**config.mk**
```make
export PLATFORM = sky130hd
export DESIGN_NAME = spi_cmd_ctrl
export DESIGN_NICKNAME = d
export VERILOG_FILES = /design/src/rtl/spi_pkg.sv /design/src/rtl/spi_addr_ctr.sv /design/src/rtl/spi_cmd_ctrl.sv
export SDC_FILE = /design/constraint.sdc
export NUM_CORES = 1
export LEC_CHECK = 0
export ABC_AREA = 0
export CAP_MARGIN = 10
export CORE_AREA = 2 2 57 59
export DETAILED_ROUTE_END_ITERATION = 8
export DIE_AREA = 0 0 59 61
export PLACE_DENSITY = 0.76
export SYNTH_ARGS = -nofsm -noshare
export SYNTH_HDL_FRONTEND = slang
export SYNTH_SLANG_ARGS = --single-unit
```
**constraint.sdc**
```tcl
create_clock -name spi_clk -period 3.91 [get_ports spi_clk]
set_input_delay 0.782 -clock spi_clk [delete_from_list [all_inputs] [get_ports spi_clk]]
set_output_delay 0.782 -clock spi_clk [all_outputs]
set_load 0.005 [all_outputs]
```
**src/rtl/spi_pkg.sv**
```systemverilog
// Shared types and constants for the SPI command controller slice.
package spi_pkg;

  typedef enum logic [1:0] {
    CMD,
    WRITE,
    READ
  } spi_state_t;

  localparam int CMD_WRITE_BIT = 7;
  localparam int BYTE_W        = 8;

endpackage

```
**src/rtl/spi_addr_ctr.sv**
```systemverilog
// Loadable register-address counter, shared by the write and readback paths.
// Wraps NUM_REGS-1 -> 0; addresses above the implemented range count modulo 2^ADDR_W.
module spi_addr_ctr #(
  parameter int ADDR_W   = 7,
  parameter int NUM_REGS = 64
) (
  input  logic              spi_clk,
  input  logic              full_rstn,
  input  logic              load_i,
  input  logic              inc_i,
  input  logic [ADDR_W-1:0] load_addr_i,
  output logic [ADDR_W-1:0] addr_o,
  output logic              in_range_o
);

  localparam logic [ADDR_W-1:0] LAST_ADDR = ADDR_W'(NUM_REGS - 1);

  logic [ADDR_W-1:0] addr_q, addr_d;

  // NOTE: addr_d takes a default before any branch so no path leaves it unassigned (no latch).
  always_comb begin
    addr_d = addr_q;
    if (load_i) begin
      addr_d = load_addr_i;
    end else if (inc_i) begin
      addr_d = (addr_q == LAST_ADDR) ? '0 : addr_q + ADDR_W'(1);
    end
  end

  // NOTE: state flops use non-blocking assignments so every flop samples pre-edge values.
  always_ff @(posedge spi_clk or negedge full_rstn) begin
    if (!full_rstn) begin
      addr_q <= '0;
    end else begin
      addr_q <= addr_d;
    end
  end

  assign addr_o     = addr_q;
  assign in_range_o = (32'(addr_q) < NUM_REGS);

endmodule

```
**src/rtl/spi_cmd_ctrl.sv**
```systemverilog
// Byte-level SPI command controller: command/address byte, then auto-incrementing data burst.
// Define SPI_READBACK_EN to enable register readback on poci; otherwise rd_addr and poci stay 0.
module spi_cmd_ctrl
  import spi_pkg::*;
#(
  parameter int ADDR_W   = 7,
  parameter int NUM_REGS = 64
) (
  input  logic              spi_clk,
  input  logic              full_rstn,
  input  logic              pico,
  input  logic [BYTE_W-1:0] byte_deser,
  output logic              wr_en,
  output logic [ADDR_W-1:0] wr_addr,
  output logic [BYTE_W-1:0] wr_data,
  output logic [ADDR_W-1:0] rd_addr,
  input  logic [BYTE_W-1:0] rd_data,
  output logic              poci,
  output logic              addr_err
);

  logic [2:0]        bit_cnt_q, bit_cnt_d;
  spi_state_t        state_q, state_d;
  logic              wr_en_q, wr_en_d;
  logic [ADDR_W-1:0] wr_addr_q, wr_addr_d;
  logic [BYTE_W-1:0] wr_data_q, wr_data_d;
  logic              addr_err_q, addr_err_d;

  logic              byte_done;
  logic [BYTE_W-1:0] byte_in;
  logic [ADDR_W-1:0] cur_addr;
  logic              cur_in_range;
  logic              ctr_load, ctr_inc;
  logic              rd_step, rd_err;
  logic              unused_bits;

  // The 8th edge completes a byte; the deserializer has not yet shifted in this bit.
  assign byte_done = (bit_cnt_q == 3'd7);
  assign byte_in   = {byte_deser[BYTE_W-2:0], pico};
  assign bit_cnt_d = bit_cnt_q + 3'd1;

  assign ctr_load = byte_done && (state_q == CMD);
  assign ctr_inc  = (byte_done && (state_q == WRITE)) || rd_step;

  spi_addr_ctr #(
    .ADDR_W   (ADDR_W),
    .NUM_REGS (NUM_REGS)
  ) u_addr_ctr (
    .spi_clk     (spi_clk),
    .full_rstn   (full_rstn),
    .load_i      (ctr_load),
    .inc_i       (ctr_inc),
    .load_addr_i (byte_in[ADDR_W-1:0]),
    .addr_o      (cur_addr),
    .in_range_o  (cur_in_range)
  );

  // Only the command byte moves the FSM; WRITE and READ hold until cs drops.
  always_comb begin
    state_d = state_q;
    if (byte_done && (state_q == CMD)) begin
      state_d = byte_in[CMD_WRITE_BIT] ? WRITE : READ;
    end
  end

  always_comb begin
    wr_en_d   = byte_done && (state_q == WRITE) && cur_in_range;
    wr_addr_d = wr_addr_q;
    wr_data_d = wr_data_q;
    if (wr_en_d) begin
      wr_addr_d = cur_addr;
      wr_data_d = byte_in;
    end
    addr_err_d = addr_err_q | rd_err |
                 (byte_done && (state_q == WRITE) && !cur_in_range);
  end

  always_ff @(posedge spi_clk or negedge full_rstn) begin
    if (!full_rstn) begin
      bit_cnt_q  <= '0;
      state_q    <= CMD;
      wr_en_q    <= 1'b0;
      wr_addr_q  <= '0;
      wr_data_q  <= '0;
      addr_err_q <= 1'b0;
    end else begin
      bit_cnt_q  <= bit_cnt_d;
      state_q    <= state_d;
      wr_en_q    <= wr_en_d;
      wr_addr_q  <= wr_addr_d;
      wr_data_q  <= wr_data_d;
      addr_err_q <= addr_err_d;
    end
  end

  assign wr_en    = wr_en_q;
  assign wr_addr  = wr_addr_q;
  assign wr_data  = wr_data_q;
  assign addr_err = addr_err_q;

`ifdef SPI_READBACK_EN
  logic [BYTE_W-1:0] shift_q, shift_d;

  assign rd_step = byte_done && (state_q == READ);
  assign rd_err  = rd_step && !cur_in_range;

  // Load on each READ byte boundary, so the byte right after the command is a dummy.
  always_comb begin
    shift_d = {shift_q[BYTE_W-2:0], 1'b0};
    if (rd_step) begin
      shift_d = cur_in_range ? rd_data : '0;
    end
  end

  always_ff @(posedge spi_clk or negedge full_rstn) begin
    if (!full_rstn) begin
      shift_q <= '0;
    end else begin
      shift_q <= shift_d;
    end
  end

  assign rd_addr     = (state_q == READ) ? cur_addr : '0;
  assign poci        = shift_q[BYTE_W-1];
  assign unused_bits = byte_deser[BYTE_W-1];
`else
  assign rd_step     = 1'b0;
  assign rd_err      = 1'b0;
  assign rd_addr     = '0;
  assign poci        = 1'b0;
  assign unused_bits = ^{byte_deser[BYTE_W-1], rd_data};
`endif

endmodule

```
==> key figures, run 1 <==
Run status
  – Status: finished, final reports clean

Worst hold path
  – WHS Endpoint: bit_cnt_q[0]
  – Hold path start: bit_cnt_q[0]
  – Hold path depth: 1
  – Hold WC Path Type: flip-flop to flip-flop

Worst setup path
  – Critical-path cell list: clkdlybuf4s50_1
  – Reg2Reg Depth: 5
  – Worst r2r src: bit_cnt_q[0]
  – CP max FO: 2
  – Crit path max-delay cell type: clkdlybuf4s50_1
  – Crit Path Category: flip-flop to output pin
  – Reg-to-Reg End: wr_addr[5]
  – Worst Setup End Kind: output pin
  – Startpoint types: flip-flop
  – CP delay by family, top: buffers and inverters
  – CP peak stage delay: 0.51 ns
  – Reg2Reg Setup Slack: just under 2 ns
  – Arr. time, crit path: approximately 1.2 ns
  – Crit path required time: between 3 and 4 ns
  – CP bufs+invs: 1

STA
  – RSZ-0062 raised after global routing: false
  – FMAX: around 510 MHz
  – Setup violators final: 0
  – Max_slew headroom: 51.3%
  – Final hold vios: 0
  – Period minus WS final: just under 2 ns
  – Fin Setup TNS: 0 ns
  – Clock skew: 0.00754 ns
  – Fin crit share: between 50% and 60%
  – Hold_ws: about 0.44 ns
  – Slew Viols, Final: 0
  – Worst slew pin tran: 0.729 ns
  – Final worst slack: 1.95 ns

Pwr
  – Leakage: 0.715 nW
  – P per Cell Area: ~310 nW/um2
  – VDD IR max: between 0.1 and 0.15 mV

Yosys
  – Count leader, synth: dfrtp_1
  – Synthesis Warnings: 0
  – Synth Area per Inst: 12.4 um2
  – Post-synthesis sequential area ratio: 57.0%
  – Post-Synthesis Cells: 103
  – Yosys top cell by area: dfrtp_1
  – Post-synth cell types: 31
  – Dominant cells by area after synthesis: dfrtp_1 57%, mux2_1 7.1%, mux2_2 5.3%
  – Commonest cells in the netlist: 29 x dfrtp_1, 8 x buf_4, 8 x mux2_1, 7 x a21oi_1, 7 x nand2_1
  – Mapped cell area: between 1000 and 1500 um2
  – Yosys reg bits: 29
  – Number of enable flip-flop cells after synthesis: 0
  – Top FF cell, synth: dfrtp_1
  – Synth top area share: between 50% and 60%
  – Ys async rst share: 100%

Global routing
  – Pin count of the biggest net entering global routing: 30
  – Initial antenna violation count: 0
  – Number of global-route vias before repair: approximately 900
  – Tot GR Track Use: 15.0%
  – First-pass GRT wire length: 3850 um
  – Overflow after GRT: 0

CTS
  – TritonCTS clock tree: yes
  – Num Clock Sinks: 29
  – Clk slew on worst S/H paths: 0.08 ns
  – Inserted Clock Buffers: 5
  – CTS Root Cell: clkbuf_4
  – Worst-Skew Late Latency: 0.32 ns
  – CTS H-tree depth: 2
  – Hold Buf Count CTS: 0
  – Buffer count from post-CTS setup fixing: 0
  – Max clock buf depth: 2
  – CTS resizes: 0

Placed design
  – Placed Cells: 159
  – GP Congestion: 0.829
  – Pre-CTS WS: 1.93 ns
  – IO Port Bufs: 26
  – DP HPWL: 1580 um

Cells and area
  – Nets: 155
  – Number of antenna diodes: 0
  – Synthesis-to-layout area growth: 23.4%
  – Layout cells sized above 1: 13.6%
  – Post-layout util: a little over half
  – Final cell count without fillers: 165
  – Fill cells: 278
  – Sequential cell area: between 700 and 800 um2
  – Multi-input gate area: between 400 and 500 um2

Die
  – CORE AREA: 2950 um2
  – Initial Util: 43.1%
  – Die Height: 61 um
  – Width of the die: 59 um
  – Row count: 20
  – I/O pins: 44
  – Die area: 3600 um2

Route
  – WL final: 2190 um
  – Routed len/inst: ~13 um
  – Initial DRC count: 8
  – Post-DRT Antenna Nets: 0
  – Pre-antenna DRT Iters: 4
  – DRC viols: 0
  – Via/cell ratio: between 5 and 6
  – Total number of vias: 845

Flow run
  – Maxcap violations: 0
==> where the power goes <==
| group | total (W) | internal [W] | leakage [nW] | switching (W) |
|---|---|---|---|---|
| Clock | 0.000154 | 0.0000621 | 0.0269 | 0.0000916 |
| Sequential | 0.000306 | 0.000304 | 0.351 | 0.00000194 |
| Combinational | 0.0000309 | 0.0000179 | 0.337 | 0.0000130 |
| Total | 0.000490 | 0.000384 | 0.715 | 0.000107 |
==> placed cells by master, fill, tap and decap left out, types with 4 or more instances in the layout <==
cell / count
dfrtp_1: 29
clkdlybuf4s50_1: 26
mux2_1: 8
conb_1: 8
nand2_1: 7
a21oi_1: 7
mux2_2: 6
clkbuf_4: 5
nor2_1: 4
o21ai_0: 4
==> worst max-delay path by stage <==
stage,start,to,slack (ns),cells after the start
finish,addr_err,addr_err,1.95,1
global route,bit_cnt_q[0],wr_addr[5],1.76,5
detailed placement,bit_cnt_q[0],wr_addr[4],1.93,5
CTS,addr_err,addr_err,1.92,1
global placement,state_q[0],wr_addr[4],1.98,3
floorplan,bit_cnt_q[0],wr_addr[0],2.28,6
==> layer usage <==
metal	wire length, um	vias to the layer above	track usage, %
met2	1040	32	24.4
met1	934	406	16.7
li1	-	401	-
met5	0	-	0
met4	55	0	9.74
met3	161	6	5.12
==> layout make-up <==
| class | instances | share of cell area, % |
|---|---|---|
| Sequential cell | 29 | 46.2 |
| Multi-Input combinational cell | 68 | 31.0 |
| Timing Repair Buffer | 27 | 17.0 |
| Tap cell | 33 | 2.63 |
| Clock buffer | 5 | 2.39 |
| Inverter | 2 | 0.478 |
| Clock inverter | 1 | 0.318 |
==> logic make-up after synthesis <==
| kind of cell | share of synthesized area [%] |
|---|---|
| flops | 57.0 |
| simple gates | 9.92 |
| compound gates | 9.82 |
| mux | 13.2 |
| buf+inv | 6.88 |
| fa+ha+maj | 2.95 |
| other cells | 0.294 |
==> metrics by stage <==
step           instance area, um2  total power, W
3_5_place_dp                 1530        0.000343
2_1_floorplan                1300        0.000323
6_report                     1570        0.000490
5_1_grt                      1570        0.000515
3_3_place_gp                 1530        0.000342
4_1_cts                      1570        0.000500
==> sequential cells by signal (all words and copies together) (netlist names) <==
signal and count:
addr_err 1, bit_cnt_q 3, state_q 2, u_addr_ctr.addr_o 7, wr_addr 7, wr_data 8
wr_en 1
Power figures use the tool's default switching activity.
==> inputs of run 2 (changes only) <==
==> constraint.sdc (replaced) <==
create_clock -name spi_clk -period 1.85 [get_ports spi_clk]
set_input_delay 0.37 -clock spi_clk [delete_from_list [all_inputs] [get_ports spi_clk]]
set_output_delay 0.37 -clock spi_clk [all_outputs]
set_load 0.005 [all_outputs]
==> run 2 against run 1 <==
Compared with the run above: sequential cell count unchanged; utilization up 1.3 points; non-clock buffer count up 4; clock power up 130%; sequential share of layout area down 1.1 points; first-iteration DRC count rose to 2.5 times the previous value; global-route usage up 0.86 points; critical path depth up 4; combinational power up 110%; worst hold slack worse by 0.016 ns; clock skew down 0.00072 ns.
==> key figures, run 2 (synthesis gave the netlist of run 1 again) <==
Placed design
  – IO Port Bufs: 26 (unchanged)
  – Pre-CTS WS: 0.174 ns (-1.76 ns)
  – GP Congestion: 0.847 (+2.2%)
  – Placed Cells: 163 (+2.5%)
  – DP HPWL: 1740 um (+10%)

Cells and area
  – Fill cells: 256 (-7.9%)
  – Commonest cells after routing, fill and taps aside: 29 x dfrtp_1, 26 x clkdlybuf4s50_1, 8 x mux2_1, 8 x conb_1
  – Layout cells sized above 1: 16.7% (+3.0 points)
  – Nets: 159 (+2.6%)
  – Sequential cell area: 726 um2 (unchanged)
  – Number of antenna diodes: 0 (unchanged)
  – Synthesis-to-layout area growth: 26.4%
  – Final cell count without fillers: 171 (+3.6%)
  – Max FFs per register: 8 (unchanged)
  – Multi-input gate area: 487 um2 (unchanged)
  – Most common cell after layout, fill and taps aside: dfrtp_1

Worst setup path
  – CP max FO: 5 (+3)
  – Arr. time, crit path: 1.91 ns (+0.73 ns)
  – Crit path max-delay cell type: o31ai_1
  – CP peak stage delay: 0.44 ns (-0.07 ns)
  – Critical-path cell list: ha_1 > nand3_1 > o31ai_1 > o21ai_1 > a22o_1
  – Crit path required time: 2.06 ns (-1.07 ns)
  – Worst Setup End Kind: flip-flop
  – Crit Path Category: flip-flop to flip-flop
  – CP bufs+invs: 0 (-1)
  – Startpoint types: flip-flop
  – CP delay by family, top: compound AO/OA/AOI/OAI gates

CTS
  – Worst-Skew Late Latency: 0.32 ns (about the same)
  – Num Clock Sinks: 29 (unchanged)
  – Buffer count from post-CTS setup fixing: 0 (unchanged)
  – TritonCTS clock tree: yes
  – CTS H-tree depth: 2 (unchanged)
  – Clk slew on worst S/H paths: 0.09 ns (about the same)
  – Max clock buf depth: 2 (unchanged)
  – CTS Root Cell: clkbuf_4
  – Hold Buf Count CTS: 0 (unchanged)
  – CTS resizes: 0 (unchanged)
  – Inserted Clock Buffers: 5 (unchanged)

STA
  – Period minus WS final: about 1.7 ns
  – Final worst slack: 0.155 ns (-1.79 ns)
  – Setup violators final: 0 (unchanged)
  – Clock skew: 0.00682 ns (-0.000721 ns)
  – Slew Viols, Final: 0 (unchanged)
  – Hold_ws: 0.425 ns (-0.0162 ns)
  – Fin crit share: 91.6%
  – RSZ-0062 raised after global routing: false
  – FMAX: between 500 and 600 MHz
  – Final hold vios: 0 (unchanged)
  – Fin Setup TNS: 0 ns (unchanged)

Global routing
  – First-pass GRT wire length: 4170 um (+8.2%)
  – Tot GR Track Use: 15.8% (+0.86 points)
  – Initial antenna violation count: 0 (unchanged)
  – Met1 Track Usage GR: 16.5% (-0.27 points)
  – Overflow after GRT: 0 (unchanged)
  – Number of global-route vias before repair: 968 (+9.6%)
  – Met3 Resource Use GR: 6.18% (+1.1 points)
  – M2 GR Usage: 29.2% (+4.8 points)
  – GR peak layer: met2
  – Pin count of the biggest net entering global routing: 30 (unchanged)

Worst hold path
  – Hold WC Path Type: input pin to asynchronous set/reset pin

Route
  – Via/cell ratio: 5.15 (+0.49%)
  – DRC viols: 0 (unchanged)
  – WL final: 2360 um (+7.3%)
  – Total number of vias: 880 (+4.1%)
  – Routed len/inst: 13.8 um (+3.6%)
  – Post-DRT Antenna Nets: 0 (unchanged)
  – Initial DRC count: 20 (+12)
  – Pre-antenna DRT Iters: 4 (unchanged)

Die
  – Die area: 3600 um2 (unchanged)
  – Die Height: 61 um (unchanged)
  – Width of the die: 59 um (unchanged)
  – Initial Util: 43.1% (unchanged)
  – CORE AREA: 2950 um2 (unchanged)
  – Row count: 20 (unchanged)
  – I/O pins: 44 (unchanged)

Run status
  – Status: finished, final reports clean

Pwr
  – Leakage: 0.741 nW (+3.6%)
  – P per Cell Area: 662 nW/um2 (+110%)
  – VDD IR max: 0.377 mV (+170%)

Flow run
  – Maxcap violations: 0 (unchanged)
[run 2: cell types whose count changed in the layout (fill, tap and decap cells not counted), sizes merged]
cell	previous run	this run
clkinv	1	2
clkbuf	5	6
buf	1	5
[run 2: final cells by class]
class                           count  share of cell area [%]
Sequential cell                    29                    45.1
Multi-Input combinational cell     68                    30.2
Tap cell                           33                    2.56
Clock inverter                      2                   0.622
Clock buffer                        6                    2.56
Timing Repair Buffer               31                    18.5
Inverter                            2                   0.466
[run 2: worst reg2reg max path: cells and delay by family (launching register included)]
family                   cells  cell delay, ns
AND/OR/NAND/NOR              1            0.16
adder cells (fa/ha/maj)      1            0.20
flip-flops                   1            0.42
AO/OA/AOI/OAI                3            0.82
[run 2: final timing paths]
path / start / end / slack (ns) / cells past startpoint
hold / removal: full_rstn / u_addr_ctr.addr_o[6] / 0.43 / 2
hold reg to reg: bit_cnt_q[0] / bit_cnt_q[0] / 0.44 / 1
setup reg to reg: u_addr_ctr.addr_o[0] / u_addr_ctr.addr_o[5] / 0.15 / 5
min in group spi_clk: bit_cnt_q[0] / bit_cnt_q[0] / 0.44 / 1
setup / recovery: u_addr_ctr.addr_o[0] / u_addr_ctr.addr_o[5] / 0.15 / 5
max in group asynchronous: full_rstn / wr_addr[3] / 1.16 / 2
[run 2: power by group]
part	leakage (nW)	internal (W)	total [W]	switching [W]
sequential	0.351	0.000642	0.000646	0.00000383
clock	0.0320	0.000144	0.000355	0.000210
combinational	0.357	0.0000378	0.0000650	0.0000273
[run 2: layer usage]
metal  wire, um  vias up
li1           -      409
met1        939      433
met2       1210       34
met3        180        4
met4         21        0
met5          0        -
[run 2: per-stage QoR]
step / instance area (um2) / total power [W] / utilization [%]
detailed placement: 1560 / 0.000725 / 52.8
global placement: 1560 / 0.000723 / 52.8
CTS: 1610 / 0.00108 / 54.5
floorplan: 1300 / 0.000682 / -
global route: 1610 / 0.00113 / 54.5
finish: 1610 / 0.00107 / 54.5
